**src/rtl/dac_spi_serializer.sv**
```systemverilog
// Serializes 8-bit sine samples into 16-bit SPI frames for a 12-bit DAC.
// A one-entry hold buffer decouples the producer from the SPI frame timing.
module dac_spi_serializer #(
    parameter int CLK_DIV = 4,
    parameter int DATA_W  = 8,
    parameter int FRAME_W = 16
) (
    input  logic              clk,
    input  logic              rst,
    input  logic [DATA_W-1:0] sample_in,
    input  logic              sample_valid,
    output logic              sample_ready,
    output logic              dac_sync_n,
    output logic              dac_sclk,
    output logic              dac_din,
    output logic              busy,
    output logic              overrun
);

    localparam int DIV_W = $clog2(CLK_DIV) + 1;
    localparam int PAD_W = FRAME_W - 4 - DATA_W;
    localparam logic [DIV_W-1:0] HALF_LAST = DIV_W'(CLK_DIV - 1);
    localparam logic [DIV_W-1:0] GAP_LAST  = DIV_W'(2 * CLK_DIV - 1);
    localparam logic [3:0]       BIT_FIRST = 4'(FRAME_W - 1);

    typedef enum logic [1:0] {IDLE, SHIFT, GAP} state_t;

    state_t             state_q, state_d;
    logic [DATA_W-1:0]  hold_q, hold_d;
    logic               hold_valid_q, hold_valid_d;
    logic               ready_q, ready_d;
    logic               overrun_q, overrun_d;
    logic [FRAME_W-1:0] shreg_q, shreg_d;
    logic [3:0]         bit_q, bit_d;
    logic [DIV_W-1:0]   div_q, div_d;
    logic               sync_q, sync_d;
    logic               sclk_q, sclk_d;
    logic               din_q, din_d;
    logic               busy_q, busy_d;
    logic [FRAME_W-1:0] frame;

    // Control nibble 0000 (normal mode), sample left-justified in the 12-bit code.
    assign frame = {4'b0000, hold_q, {PAD_W{1'b0}}};

    always_ff @(posedge clk or posedge rst) begin
        if (rst) begin
            state_q      <= IDLE;
            hold_q       <= '0;
            hold_valid_q <= 1'b0;
            ready_q      <= 1'b1;
            overrun_q    <= 1'b0;
            shreg_q      <= '0;
            bit_q        <= '0;
            div_q        <= '0;
            sync_q       <= 1'b1;
            sclk_q       <= 1'b1;
            din_q        <= 1'b0;
            busy_q       <= 1'b0;
        end else begin
            state_q      <= state_d;
            hold_q       <= hold_d;
            hold_valid_q <= hold_valid_d;
            ready_q      <= ready_d;
            overrun_q    <= overrun_d;
            shreg_q      <= shreg_d;
            bit_q        <= bit_d;
            div_q        <= div_d;
            sync_q       <= sync_d;
            sclk_q       <= sclk_d;
            din_q        <= din_d;
            busy_q       <= busy_d;
        end
    end

    always_comb begin
        state_d      = state_q;
        hold_d       = hold_q;
        hold_valid_d = hold_valid_q;
        overrun_d    = overrun_q;
        shreg_d      = shreg_q;
        bit_d        = bit_q;
        div_d        = div_q;
        sync_d       = sync_q;
        sclk_d       = sclk_q;
        din_d        = din_q;
        busy_d       = busy_q;

        unique case (state_q)
            IDLE: begin
                if (hold_valid_q) begin
                    hold_valid_d = 1'b0;
                    shreg_d      = frame;
                    din_d        = frame[FRAME_W-1];
                    sync_d       = 1'b0;
                    sclk_d       = 1'b1;
                    busy_d       = 1'b1;
                    bit_d        = BIT_FIRST;
                    div_d        = '0;
                    state_d      = SHIFT;
                end
            end
            SHIFT: begin
                if (div_q == HALF_LAST) begin
                    div_d = '0;
                    if (sclk_q) begin
                        sclk_d = 1'b0;
                    end else if (bit_q == 4'd0) begin
                        sclk_d  = 1'b1;
                        sync_d  = 1'b1;
                        din_d   = 1'b0;
                        state_d = GAP;
                    end else begin
                        // DIN only moves together with the SCLK rising edge.
                        sclk_d  = 1'b1;
                        bit_d   = bit_q - 4'd1;
                        din_d   = shreg_q[FRAME_W-2];
                        shreg_d = shreg_q << 1;
                    end
                end else begin
                    div_d = div_q + DIV_W'(1);
                end
            end
            GAP: begin
                if (div_q == GAP_LAST) begin
                    div_d   = '0;
                    busy_d  = 1'b0;
                    state_d = IDLE;
                end else begin
                    div_d = div_q + DIV_W'(1);
                end
            end
            default: state_d = IDLE;
        endcase

        // ready_q mirrors !hold_valid_q, so accept and drain never coincide.
        if (sample_valid) begin
            if (ready_q) begin
                hold_d       = sample_in;
                hold_valid_d = 1'b1;
            end else begin
                overrun_d = 1'b1;
            end
        end
        ready_d = !hold_valid_d;
    end

    assign sample_ready = ready_q;
    assign dac_sync_n   = sync_q;
    assign dac_sclk     = sclk_q;
    assign dac_din      = din_q;
    assign busy         = busy_q;
    assign overrun      = overrun_q;

endmodule
```
**config.mk**
```make
export PLATFORM = sky130hd
export DESIGN_NAME = dac_spi_serializer
export DESIGN_NICKNAME = d
export VERILOG_FILES = /design/src/rtl/dac_spi_serializer.sv
export SDC_FILE = /design/constraint.sdc
export NUM_CORES = 1
export LEC_CHECK = 0
export CAP_MARGIN = 20
export CORE_MARGIN = 3
export CORE_UTILIZATION = 35
export CTS_CLUSTER_DIAMETER = 200
export DETAILED_ROUTE_END_ITERATION = 7
export GPL_ROUTABILITY_DRIVEN = 0
export REMOVE_ABC_BUFFERS = 1
export SLEW_MARGIN = 25
export SYNTH_ARGS = -nofsm -noshare
export SYNTH_HDL_FRONTEND = slang
export SYNTH_SLANG_ARGS = --single-unit
```
**constraint.sdc**
```tcl
create_clock -name clk -period 2.2 [get_ports clk]
set_clock_uncertainty 0.2 [all_clocks]
set_input_delay 0.22 -clock clk [delete_from_list [all_inputs] [get_ports clk]]
set_output_delay 0.22 -clock clk [all_outputs]
set_load 0.005 [all_outputs]
```
==> flow_summary.yaml, run 1 <==
status:
  status: "finished clean"
synthesis:
  synth_cell_types: 34
  syn_area_um2: 1760
  synth.area.top_cells: "dfrtp_1 (46%), ha_1 (6.4%), mux2_2 (5.8%)"
  synthCells: 162
  yosysWarnings: 0
  ys_ff_latch: 35
  syn_area_per_cell_um2: 10.8
  synth_top_area_frac: 0.456
  yosysTopAreaCell: "dfrtp_1"
  ys_seq_area_frac: 0.501
final_layout:
  nets: 204
  drive_above_1_share: 0.184
  synthToLayoutAreaGrowth_pct: 19.8
  design_area_um2: 2100
  antennaDiodeCount: 0
  final_core_util: 0.440
floorplan:
  die_h_um: 76.8
  initial_utilization: 0.367
  die_width_um: 76.8
  die_area_um2: 5910
  core_um2: 4790
  row_count: 25
  boundaryPins: 17
sta:
  fmax_mhz: 492
  worst_slack_ns: 0.168
  period_needed_ns: 2.03
  rsz0062_at_grt: "no"
  finalSetupViolations: 0
  hold_viol: 0
  drv_slew: 0
  fin_crit_sh: 0.924
  worstMarginPinSlew_ns: 0.455
  maxSlewHeadroom: 0.695
routing:
  avgViaCountPerCell: 4.70
  drt_iter0_drc: 62
  routedWlPerCell_um: 12.3
  drt_wl_total_um: 3090
  via_count: 1185
  drc: 0
  first_pass_iters: 4
  postRouteAntennaNets: 0
min_path:
  hp-class: "input port to asynchronous set/reset pin"
clock_network:
  cts_buffers: 5
  htree_levels: 2
  cts_setup_buffers: 0
  cts-root-buf: "clkbuf_8"
  cts_tree: "done"
  clk_pin_slew_ns: 0.08
  holdBufCountCts: 0
  ctsResizeCount: 0
  clock_sinks: 35
  clock_path_buffers: 2
  insertion_delay_ns: 0.28
placement:
  hpwl_um: 2290
  port_buffers: 16
  pre_cts_slack_ns: 0.180
  dpl_cell_area_um2: 2000
global_routing:
  globalRouteOverflowTotal: 0
  grt_pass1_vias: 1244
  use_met2: 0.200
  grt_max_degree: 36
  antenna_found_initial: 0
  grt.total_usage: 0.113
  grt_util_met3: 0.0258
  grt_first_pass_wirelength_um: 5510
  use_met1: 0.138
  grt.busiest_layer: "met2"
pwr:
  p_per_area_nw_per_um2: 637
  ir_drop_v: 0.000328
  power_mw: 1.34
  power.leakage_nw: 0.945
job:
  maxCapViolations: 0
worst_setup_path:
  worst-setup-path-type: "register to register"
  crit_slowest_cell: "dfrtp_1"
  max_stage_delay_ns: 0.42
  end_kind: "register"
  crit_family: "adder cells"
  start_kind: "register"
  cp_common_cell: "ha_1"
  crit_path_max_fanout: 5
  worstPathRequired_ns: 2.17
  path_buf_inv: 0
  critPathArrivalTime_ns: 2.00
  cp_cell_sequence: "ha_1, ha_1, nand2b_1, a21oi_1, nand3_1, mux2_1"
## area by class of cell
class | count | area, um2
Tap cell | 67 | 83.8
Sequential cell | 35 | 880
Clock buffer | 8 | 100
Inverter | 20 | 75.1
Timing Repair Buffer | 20 | 203
Multi-Input combinational cell | 102 | 763
Fill cell | 449 | 2680
## routing by layer
metal,vias up,part of all wire,wire [um]
met1,568,0.46,1420
met5,-,0,0
met3,3,0.030,93
li1,598,-,-
met2,16,0.50,1560
met4,0,0.0052,16
## state kept, by name (all words and copies together), names as in the netlist
register / flops
dac_sclk: 1
div_q: 3
hold_valid_q: 1
sample_ready: 1
bit_q: 4
shreg_q: 11
hold_q: 8
overrun: 1
state_q: 2
dac_din: 1
busy: 1
dac_sync_n: 1
## kinds of logic after synthesis
family	count (synthesis)	synth area share
AO/OA/AOI/OAI	39	0.157
adder cells (fa/ha/maj)	9	0.0641
buffers and inverters	25	0.0648
flip-flops	35	0.501
multiplexers	18	0.112
AND/OR/NAND/NOR	36	0.102
## report_power, final
group | leakage, nW | switching (mW) | internal, mW
clock | 0.0515 | 0.221 | 0.286
sequential | 0.431 | 0.0333 | 0.702
combinational | 0.463 | 0.0339 | 0.0640
total | 0.945 | 0.289 | 1.05
## Yosys cell counts
| cell | instances |
|---|---|
| dfrtp_1 | 32 |
| inv_1 | 20 |
| o21ai_0 | 14 |
| ha_1 | 9 |
| mux2_2 | 9 |
| nor2_1 | 9 |
| nand2_1 | 8 |
| a21oi_2 | 7 |
| mux2i_1 | 7 |
| a21oi_1 | 6 |
| nand2b_1 | 6 |
| nand3_1 | 6 |
| buf_4 | 3 |
| dfstp_2 | 3 |
| a22o_1 | 2 |
| nor2b_1 | 2 |
| nor3_1 | 2 |
| a211oi_1 | 1 |
| a211oi_4 | 1 |
| a21o_1 | 1 |
| a221o_1 | 1 |
| a31oi_1 | 1 |
| a32o_1 | 1 |
| a32oi_1 | 1 |
| and4bb_2 | 1 |
| buf_2 | 1 |
| buf_6 | 1 |
| mux2_1 | 1 |
| mux2i_2 | 1 |
| nand4_1 | 1 |
| o21a_1 | 1 |
| o221ai_1 | 1 |
| o311a_1 | 1 |
| or2_2 | 1 |
## worst paths after layout
path / startpoint / endpoint / slack, ns / cells after the start
max: div_q[0]$_DFFE_PP0P_ / state_q[0]$_DFFE_PP0P_ / 0.17 / 6
min: rst / state_q[0]$_DFFE_PP0P_ / 0.14 / 3
max reg2reg: div_q[0]$_DFFE_PP0P_ / state_q[0]$_DFFE_PP0P_ / 0.17 / 6
min reg2reg: overrun$_DFFE_PP0P_ / overrun$_DFFE_PP0P_ / 0.26 / 1
max in group asynchronous: rst / sample_ready$_DFF_PP1_ / 1.32 / 3
min in group clk: overrun$_DFFE_PP0P_ / overrun$_DFFE_PP0P_ / 0.26 / 1
## metrics by stage
stage | cells | setup TNS, ns | hold WS, ns
final | 252 | 0 | 0.137
after detailed placement | 244 | 0 | 0.251
after global placement | 244 | 0 | 0.236
after CTS | 252 | 0 | 0.152
after global routing | 252 | 0 | 0.187
after floorplan | 157 | -5.02 | 0.141
## tightest hold or removal path: stages
cell and delay (ns):
clkdlybuf4s50_1 0.39, inv_1 0.05, buf_4 0.39
## cell usage in the layout, fill, tap and decap left out, types with 6 or more instances in the layout
cell | netlist | layout
mux2i_1 | 7 | 7
nand2b_1 | 6 | 6
o21ai_0 | 14 | 14
dfrtp_1 | 32 | 32
mux2_2 | 9 | 9
a21oi_1 | 6 | 6
inv_1 | 20 | 20
clkdlybuf4s50_1 | 0 | 16
a21oi_2 | 7 | 7
nand2_1 | 8 | 8
clkbuf_8 | 0 | 7
nand3_1 | 6 | 6
ha_1 | 9 | 9
nor2_1 | 9 | 9
No activity file was read; power rests on OpenSTA's default activity.
==> inputs of run 2 (changes only) <==
Settings changed: ABC_CLOCK_PERIOD_IN_PS set to 2200.
==> results of run 2 <==
The final DEF is identical to that of run 1; final timing and power are the same.
